==> config.mk <==
export PLATFORM = sky130hd
export DESIGN_NAME = mux5_rr_sched
export DESIGN_NICKNAME = d
export VERILOG_FILES = /design/src/rtl/mux5_rr_sched.sv
export SDC_FILE = /design/constraint.sdc
export NUM_CORES = 1
export LEC_CHECK = 0
export ABC_AREA = 1
export CAP_MARGIN = 40
export CORE_ASPECT_RATIO = 1.75
export CORE_MARGIN = 2
export CORE_UTILIZATION = 47
export DETAILED_ROUTE_END_ITERATION = 16
export HOLD_SLACK_MARGIN = 0.15
export PLACE_DENSITY = 0.86
export SYNTH_ARGS = -nofsm -noshare
export SYNTH_HDL_FRONTEND = slang
export SYNTH_SLANG_ARGS = --single-unit
==> constraint.sdc <==
create_clock -name CLOCK_50 -period 4 [get_ports CLOCK_50]
set_input_delay 0.6 -clock CLOCK_50 [delete_from_list [all_inputs] [get_ports CLOCK_50]]
set_output_delay 0.6 -clock CLOCK_50 [all_outputs]
set_load 0.03 [all_outputs]
==> src/rtl/mux5_rr_sched.sv <==
// mux5_rr_sched: round-robin owner of a shared 3-bit 5:1 select datapath.
// One requester holds the mux for at most HOLD_CYCLES cycles, or less if it
// drops its request. Hand-over to the next requester happens on the release
// edge itself, so there is no idle cycle between owners.
module mux5_rr_sched #(
  parameter int HOLD_CYCLES = 4
) (
  input  logic        CLOCK_50,
  input  logic        reset,
  input  logic [4:0]  req,
  input  logic [14:0] din,
  output logic [4:0]  grant,
  output logic [2:0]  sel,
  output logic [2:0]  dout,
  output logic        dout_valid,
  output logic        done
);

  typedef enum logic {IDLE, HOLD} state_t;

  localparam logic [2:0] LP_HOLD = 3'(HOLD_CYCLES);

  // Modulo-5 increment on a 3-bit source index.
  function automatic logic [2:0] f_inc5(input logic [2:0] v);
    return (v >= 3'd4) ? 3'd0 : v + 3'd1;
  endfunction

  state_t     r_state, w_state_n;
  logic [4:0] r_grant, w_grant_n;
  logic [2:0] r_sel,   w_sel_n;
  logic [2:0] r_cnt,   w_cnt_n;
  logic [2:0] r_ptr,   w_ptr_n;
  logic       r_done,  w_done_n;

  logic [2:0] w_ptr_rel;   // pointer the scan uses once the owner releases
  logic [2:0] w_arb_ptr;   // start position of this cycle's scan
  logic [2:0] w_idx;
  logic [2:0] w_win;
  logic       w_found;
  logic       w_release;

  assign w_ptr_rel = f_inc5(r_sel);
  assign w_arb_ptr = (r_state == HOLD) ? w_ptr_rel : r_ptr;
  assign w_release = !req[r_sel] || (r_cnt == LP_HOLD);

  // Round-robin scan: first requester at or after w_arb_ptr, wrapping 4->0.
  always_comb begin
    w_found = 1'b0;
    w_win   = 3'd0;
    w_idx   = w_arb_ptr;
    for (int k = 0; k < 5; k++) begin
      if (!w_found && req[w_idx]) begin
        w_found = 1'b1;
        w_win   = w_idx;
      end
      w_idx = f_inc5(w_idx);
    end
  end

  // Next-state and registered-output logic for the IDLE/HOLD controller.
  always_comb begin
    w_state_n = r_state;
    w_grant_n = r_grant;
    w_sel_n   = r_sel;
    w_cnt_n   = r_cnt;
    w_ptr_n   = r_ptr;
    w_done_n  = 1'b0;
    unique case (r_state)
      IDLE: begin
        if (w_found) begin
          w_grant_n = 5'(1) << w_win;
          w_sel_n   = w_win;
          w_cnt_n   = 3'd1;
          w_state_n = HOLD;
        end
      end
      HOLD: begin
        if (w_release) begin
          // Release and re-arbitrate from the slot after the old owner.
          w_done_n = 1'b1;
          w_ptr_n  = w_ptr_rel;
          if (w_found) begin
            w_grant_n = 5'(1) << w_win;
            w_sel_n   = w_win;
            w_cnt_n   = 3'd1;
          end else begin
            w_grant_n = 5'd0;
            w_cnt_n   = 3'd0;
            w_state_n = IDLE;
          end
        end else begin
          w_cnt_n = r_cnt + 3'd1;
        end
      end
      default: w_state_n = IDLE;
    endcase
  end

  // State registers; synchronous reset wins over everything, mid-grant too.
  always_ff @(posedge CLOCK_50) begin
    if (reset) begin
      r_state <= IDLE;
      r_grant <= 5'd0;
      r_sel   <= 3'd0;
      r_cnt   <= 3'd0;
      r_ptr   <= 3'd0;
      r_done  <= 1'b0;
    end else begin
      r_state <= w_state_n;
      r_grant <= w_grant_n;
      r_sel   <= w_sel_n;
      r_cnt   <= w_cnt_n;
      r_ptr   <= w_ptr_n;
      r_done  <= w_done_n;
    end
  end

  assign grant      = r_grant;
  assign sel        = r_sel;
  assign done       = r_done;
  assign dout_valid = |r_grant;

  // Data path: slice of the granted source, forced to zero when nobody owns it.
  always_comb begin
    dout = 3'b000;
    if (dout_valid) begin
      case (r_sel)
        3'd0:    dout = din[2:0];
        3'd1:    dout = din[5:3];
        3'd2:    dout = din[8:6];
        3'd3:    dout = din[11:9];
        3'd4:    dout = din[14:12];
        default: dout = 3'b000;
      endcase
    end
  end

endmodule

# Word-level counts from Yosys, hierarchy flattened
# Index checks and enable logic that the tools add are counted.
# W data, S select, Z words.
classes:
  n_addsub: 6
  n_lt_le_gt_ge: 11
  n_eq_ne: 7
  shifts: 1
  mux: 45
  n_bitwise: 1
  n_reduce_logical: 15
op_table:
  columns: ["cell", "n"]
  rows:
  - ["$mux W3", 16]
  - ["$lt A3 B4 Y1 const B", 6]
  - ["$add A3 B1 Y3 const B", 6]
  - ["$bmux W1 S3", 6]
  - ["$ge A3 B3 Y1 const B", 5]
  - ["$mux W1", 15]
  - ["$mux W5", 3]
  - ["$pmux W3 S5", 1]
  - ["$pmux W3 S2", 2]
  - ["$pmux W5 S2", 1]
  - ["$eq A3 B2 Y1 const B", 2]
  - ["$eq A3 B3 Y1 const B", 2]
  - ["$logic_not A1 Y1", 5]
  - ["$reduce_or A5 Y1", 1]
  - ["$shl A1 B3 Y5 const A", 1]
  - ["$logic_and A1 B1 Y1", 4]
  - ["$reduce_and A2 Y1", 2]
  - ["$eq A3 B1 Y1 const B", 1]
  - ["$logic_not A3 Y1", 1]
  - ["$ne A2 B1 Y1 const B", 1]
  - ["$ne A2 B2 Y1 const B", 1]
  - ["$pmux W1 S2", 1]
  - ["$reduce_or A2 Y1", 1]
  - ["$logic_or A1 B1 Y1", 1]
  - ["$not A1 Y1", 1]
word_totals:
  regBits: 16
  out_inout_bits: 13
  word_cells: 92

# Depth between registers and ports, before layout
depth:
  ltp_word: 22
  ltp_mapped: 24
  mapped_depth_nobuf: 23

# Least setup slack after synthesis
# OpenSTA, ideal clock, no wires.
synth_timing:
  path_kind: "reg2reg"
  from: "register r_sel[0], in the netlist sel[0]"
  to: "register r_grant[2], in the netlist grant[2]"
  t_arrival_ns: 3.475
  required_time_ns: 3.868
  setup_slack_ns: 0.393
  path_stages_with_launch: 23
  path_buffers: 0
  synth_period_minus_slack_ns: 3.607
  cell_sequence: "dfxtp_1 -> inv_1 -> ha_1 -> nand2_1 -> o21ai_2 -> ha_1 -> nand3_2 -> o21ai_1 -> nor2_4 -> ha_1 -> nand2_1 -> inv_1 -> ha_1 -> nand2_1 -> clkinv_1 -> nand3_1 -> nand3_2 -> nand2_1 -> nand3_1 -> nand3_1 -> inv_1 -> nand3_1 -> a21oi_1"
synth_between:
  elab_chain_len: 22
  elab_cells_between_ends: 56
  cone_classes: "add/sub: 5; order compare: 5; eq/ne: 2; shift: 1; mux: 32; reduce/logical: 11"
synth_rtl:
  columns: ["element", "line_no", "rtl"]
  rows:
  - ["from (decl)", "30", "logic [2:0] r_sel, w_sel_n;"]
  - ["from (signal assigned)", "111", "r_sel <= w_sel_n;"]
  - ["branches (longest 22 deep; another with $add A3 B1 Y3)", null, null]
  - ["to (signal assigned)", "110", "r_grant <= w_grant_n;"]
  - ["to (decl)", "29", "logic [4:0] r_grant, w_grant_n;"]
# Several ways; the timed one is not identified. The select of a mux whose other input is x is not followed.
# A chain may end at the register's enable or synchronous reset.

# Final worst setup path
# Same ends and word-level chain as after synthesis.

==> load_flow_metrics.sql <==
INSERT INTO impl_metrics (metric_group, metric, value, unit) VALUES
('routing', 'drt_first_iter_violations', '80', ''),
('timing', 'fin_worst_skew', '0.00295', 'ns'),
('synthesis', 'synth.area.top_cells', 'dfxtp_1 (19%), nand2_1 (16%), nand3_1 (14%)', ''),
('routing', 'avgViaCountPerCell', '5.37', ''),
('floorplanning', 'initial_utilization', '49.3', '%'),
('timing', 'unrepaired_setup_endpoints_after_global_routing', 'no', ''),
('global_route', 'antenna_found_initial', '0', ''),
('cts', 'post_cts_hold_buffer_count', '0', ''),
('cts', 'ctsHtreeMaxLevel', '1', ''),
('global_route', 'grt_first_pass_wirelength', '7390', 'um'),
('placement', 'routabilityCongestion', '0.894', ''),
('cts', 'clock_latency', '0.26', 'ns'),
('status', 'outcome', 'finished, final reports clean', ''),
('cells_and_area', 'drive_gt1_share', '12.8', '%'),
('synthesis', 'synthDominantAreaCellType', 'dfxtp_1', ''),
('synthesis', 'postSynthAreaPerCell', '6.14', 'um2'),
('global_route', 'grt_max_degree', '14', ''),
('worst_hold_path', 'worstHoldPathType', 'reg -> reg', ''),
('synthesis', 'synth_largest_type_area_fraction', '19.3', '%'),
('timing', 'setup_violations', '0', ''),
('floorplanning', 'dieWidth', '48.9', 'um'),
('placement', 'place_area', '2040', 'um2'),
('cts', 'max-clock-path-buffers', '2', ''),
('global_route', 'first_global_vias', '1747', ''),
('critical_path', 'cp_cell_sequence', 'inv_1, ha_1, nand2_1, o21ai_4, ha_1, nand3_2, nand2_2, inv_2, nor2_4, ha_1, nand2_1, inv_1, ha_1, nand2_1, clkinv_1, nand3_1, nand3_2, nand2_1, nand3_1, nand3_1, inv_1, nand3_1, a21oi_1', ''),
('critical_path', 'critical_path.max_stage_delay', '0.41', 'ns'),
('cells_and_area', 'footprint_of_the_flip_flops_and_latches', '323', 'um2'),
('placement', 'portBuffers', '34', ''),
('cells_and_area', 'mostFrequentLayoutCell', 'nand2_1', ''),
('critical_path', 'critPathKind', 'reg -> reg', ''),
('timing', 'period_minus_slack', '3.65', 'ns'),
('floorplanning', 'die_y', '82.6', 'um'),
('cells_and_area', 'layout_common_cells', 'nand2_1 (71), nand3_1 (45), clkdlybuf4s50_1 (34), inv_1 (29), a21oi_1 (18)', ''),
('cts', 'cts.sinks', '16', ''),
('routing', 'drtPass1Iterations', '4', ''),
('timing', 'setup-tns-final', '0', 'ns'),
('cts', 'cts_tree', 'done', ''),
('job', 'drv_cap', '0', ''),
('global_route', 'grt.overflow.total', '0', ''),
('cells_and_area', 'nets', '338', ''),
('cts', 'ctsRootBufferMaster', 'clkbuf_8', ''),
('cells_and_area', 'multi_input_area', '1180', 'um2'),
('cells_and_area', 'final_area', '2100', 'um2'),
('routing', 'final_antenna_net_count', '0', ''),
('placement', 'detailedPlacementHpwl', '3750', 'um'),
('critical_path', 'critPathMaxFanout', '9', ''),
('routing', 'drc', '0', ''),
('cts', 'cts_buffers', '3', ''),
('routing', 'detail_routed_net_length_per_standard_cell', '13.2', 'um'),
('synthesis', 'synthesis.nets', '302', ''),
('timing', 'clock.fmax', '0.274', 'GHz'),
('cells_and_area', 'fill_cells', '319', ''),
('synthesis', 'syn_inst', '270', ''),
('floorplanning', 'die-area', '4040', 'um2'),
('timing', 'worstMarginPinSlew', '0.402', 'ns'),
('synthesis', 'ys_seq_elements', '16', ''),
('critical_path', 'cp_num_buf_inv', '5', ''),
('cells_and_area', 'synth_to_layout_area_growth', '26.9', '%'),
('floorplanning', 'floorplan.rows', '28', ''),
('synthesis', 'ys.warnings.count', '0', ''),
('critical_path', 'crit_slowest_cell', 'dfxtp_2', ''),
('critical_path', 'timing.critical_path.max_delay_family', 'simple AND/OR/NAND/NOR gates', ''),
('cells_and_area', 'diodes', '0', ''),
('floorplanning', 'io_pins', '35', ''),
('synthesis', 'yosys_cell_types', '29', ''),
('critical_path', 'cp.arrival', '3.78', 'ns'),
('synthesis', 'yosysSeqAreaShare', '19.3', '%'),
('critical_path', 'timing.critical_path.required', '4.13', 'ns'),
('critical_path', 'setup.worst_path.start_class', 'flop', ''),
('global_route', 'grt_util_all_layers', '23.3', '%'),
('floorplanning', 'coreArea', '3360', 'um2'),
('synthesis', 'syn-cell-area', '1660', 'um2'),
('routing', 'detail_route.wirelength', '4630', 'um'),
('timing', 'finalHoldViolCount', '0', ''),
('routing', 'num_vias', '1879', ''),
('cts', 'clk_pin_slew', '0.06', 'ns'),
('timing', 'share_of_the_cycle_needed_by_the_critical_path_after_routing', '91.3', '%'),
('critical_path', 'end_kind', 'flop', ''),
('timing', 'final_max_slew_viol_count', '0', ''),
('timing', 'timing.slew.headroom', '73.1', '%');
worst register-to-register path, cell delays in order, from the launching register on:
cell and delay [ns]:
dfxtp_2 0.41, inv_1 0.12, ha_1 0.30, nand2_1 0.13, o21ai_4 0.08, ha_1 0.29
nand3_2 0.14, nand2_2 0.12, inv_2 0.05, nor2_4 0.14, ha_1 0.24, nand2_1 0.13
inv_1 0.07, ha_1 0.30, nand2_1 0.09, clkinv_1 0.08, nand3_1 0.10, nand3_2 0.11
nand2_1 0.12, nand3_1 0.10, nand3_1 0.18, inv_1 0.09, nand3_1 0.08, a21oi_1 0.06
registers in the layout, indices dropped and copies added (netlist names):
| register | count |
|---|---|
| done | 1 |
| grant | 5 |
| r_cnt | 3 |
| r_ptr | 3 |
| r_state | 1 |
| sel | 3 |
cell usage after synthesis:
library cell / n
o21ai_4: 1
o21ai_0: 7
or2_4: 1
buf_6: 2
inv_2: 6
nor2_1: 17
nand2_4: 5
nand3_2: 2
clkbuf_1: 3
and2_1: 1
a31oi_1: 3
nand3_1: 45
nand3_4: 2
a21oi_1: 18
ha_1: 10
xor2_1: 1
o21ai_1: 7
dfxtp_1: 16
nand4_1: 6
clkinv_1: 1
nand2_2: 8
nor2_4: 3
or2_1: 1
nand2_1: 71
a32o_1: 1
inv_1: 29
nor3_1: 1
o21ai_2: 1
nor2_2: 1
cells by family (layout without fill, tap and decap cells):
family | Yosys count | in the layout | share of synthesized area (%)
xor+xnor | 1 | 1 | 0.528
buf+inv | 41 | 76 | 10.2
simple gates | 164 | 164 | 49.5
flops | 16 | 16 | 19.3
compound gates | 38 | 38 | 12.9
fa+ha+maj | 10 | 10 | 7.55
path summary, 6_finish.rpt:
path | cells after the start | slack, ns | startpoint | endpoint
min | 2 | 0.49 | grant[4] | grant[4]
min reg2reg | 2 | 0.49 | grant[4] | grant[4]
max reg2reg | 23 | 0.35 | sel[0] | grant[2]
max | 23 | 0.35 | sel[0] | grant[2]
per-layer routing:
| layer | wire (um) | up-vias | global-route usage (%) | share of wire (%) |
|---|---|---|---|---|
| met5 | 0 | - | 0 | 0 |
| met3 | 171 | 19 | 3.42 | 3.7 |
| met1 | 1760 | 841 | 23.4 | 38 |
| met4 | 170 | 0 | 12.0 | 3.7 |
| met2 | 2520 | 59 | 46.2 | 55 |
| li1 | - | 960 | - | - |
through the flow:
step	utilization, %	hold slack (ns)	instances	worst slack [ns]
after floorplan	-	0.454	270	0.393
after global placement	60.5	0.471	346	0.404
after detailed placement	60.5	0.480	346	0.246
after CTS	62.2	0.489	350	0.231
after global routing	62.6	0.505	350	0.0169
final	62.6	0.486	350	0.347
layout make-up:
| class | count | area share [%] |
|---|---|---|
| Clock buffer | 4 | 2.62 |
| Inverter | 36 | 6.42 |
| Multi-Input combinational cell | 213 | 56.1 |
| Sequential cell | 16 | 15.3 |
| Tap cell | 45 | 2.68 |
| Timing Repair Buffer | 36 | 16.9 |
what timing repair did:
action,CTS,global route
endpoints found under the hold margin,0,0
gates resized for setup,0,4
buffers inserted,0,0
endpoints found under the setup margin,0,8
Power is left out: the tool's default activity adds up to more than one toggle a clock period on the data nets, which glitch-free logic cannot reach.
==> patch, RTL diff (config.mk and constraints unchanged) <==
Reset style: asynchronous (`reset`), changed in one clocked block. Comments in the files are not updated.
--- a/src/rtl/mux5_rr_sched.sv
+++ b/src/rtl/mux5_rr_sched.sv
@@ -98,5 +98,5 @@
 
   // State registers; synchronous reset wins over everything, mid-grant too.
-  always_ff @(posedge CLOCK_50) begin
+  always_ff @(posedge CLOCK_50 or posedge reset) begin
     if (reset) begin
       r_state <= IDLE;
Function: differs if reset is asserted again (counterexample within 4 cycles, from zero or initial values and one cycle with reset high); with reset held inactive, the same outputs for 10 cycles.
==> patch against the original RTL <==
Die area increased by 4.1%. Area after synthesis increased by 4.4%. Design area increased by 2.6%. Routed wire length increased by 0.43%. Sequential cell count unchanged. Clock skew increased by 0.0061 ns. Worst setup slack improved by 0.074 ns. Critical path depth increased by 1. Largest cell class unchanged. Highest routed layer unchanged.
Power is not shown: default switching activity piles up to over one toggle a cycle in this logic, so the estimate is an artifact.
==> patch: results (changes against the original RTL) <==
[outcome]
run_status=finished, final reports clean

[drt]
via_per_inst=5.39  ; +0.49%
first_pass_iters=5  ; +1
wl_per_cell_microns=13.2  ; -0.14%
vias=1899  ; +1.1%
dr.first_iter.drc_count=58  ; -28%

[cells_and_area]
nets=339  ; +0.30%
final_util=0.601  ; -0.0249
largest_reg_flops=5  ; unchanged
drive_above_1_share=0.124  ; -0.00369
fillers=332  ; +4.1%

[global_routing]
track_usage=0.241  ; +0.00745
grt_max_degree=17  ; +3
grt_pass1_wl_microns=7960  ; +7.7%

[synth]
ys_seq_area_frac=0.231  ; +0.0382
synth_area_leaders=dfrtp_1 (23%), nand2_1 (18%), nand3_1 (13%), ha_1 (7.2%), inv_1 (6.3%)
yosysUniqueCellTypes=28  ; -3.4%
synth_nets=303  ; +0.33%
synthTopCellsByCount=nand2_1 (82), nand3_1 (44), inv_1 (29)
synth_cells=271  ; +0.37%

[placement]
place_hpwl_microns=3780  ; +0.82%
dp_slack_ns=0.393  ; +0.146 ns
place_area_sq_um=2100  ; +3.3%
place_congestion=0.905  ; +1.3%
placed_cells_incl_taps=348  ; +0.58%

[worst_setup_path]
crit_path_max_incr_delay_ns=0.43  ; +0.02 ns
worstPathArrival_ns=3.73  ; -0.05 ns
crit_path_max_fanout=5  ; -4

[sta]
fin_skew_ns=0.00904  ; +0.00609 ns
relSlewSlack=0.602  ; -0.129

[clocking]
clockBufferDepth=2  ; unchanged

-- patch: cell types whose count changed after synthesis, moves of 2 or more --
cell and delta:
nand2_2 +2, a31oi_1 +3, a21oi_1 -15, o21ai_0 +2, nand2_1 +11, dfrtp_1 +16
dfxtp_1 -16, clkbuf_1 -2, nand3_2 +2, o21ai_2 +2
-- patch: timing repair --
action | 4_1_cts | 5_1_grt
setup endpoints to repair | 0 | 2
buffers inserted | 0 | 0
resized for setup | 0 | 1
hold endpoints to repair | 0 | 0
-- patch: layout make-up --
| type | instances | area share |
|---|---|---|
| Sequential cell | 16 | 0.186 |
| Clock buffer | 4 | 0.0255 |
| Inverter | 36 | 0.0638 |
| Multi-Input combinational cell | 216 | 0.540 |
| Timing Repair Buffer | 34 | 0.158 |
| Tap cell | 46 | 0.0267 |
-- patch: logic make-up (layout without fill, tap and decap cells) --
group,after synthesis,after routing,share of synthesized area
simple gates,176,176,0.500
buf+inv,39,74,0.0947
compound gates,29,29,0.0962
flops,16,16,0.231
fa+ha+maj,10,10,0.0723
xor+xnor,1,1,0.00506
-- patch: layer usage --
layer  vias up  part of all wire  global-route usage
li1        957                 -                   -
met1       870              0.37               0.236
met2        61              0.57               0.474
met3        11             0.030              0.0125
met4         0             0.030               0.136
met5         -                 0                   0
-- patch: final timing paths --
check | startpoint | to | slack, ns | cells past startpoint
max reg2reg | sel[1] | grant[0] | 0.42 | 24
max | sel[1] | grant[0] | 0.42 | 24
min in group asynchronous | reset | r_state | 0.70 | 2
min | grant[4] | grant[4] | 0.52 | 2
max in group asynchronous | reset | sel[0] | 2.88 | 2
min reg2reg | grant[4] | grant[4] | 0.52 | 2
-- patch: worst min-delay path, delay by kind of cell (launching register included) --
kind	cells	cell delay, ns
AND/OR/NAND/NOR	2	0.11
flip-flops	1	0.38
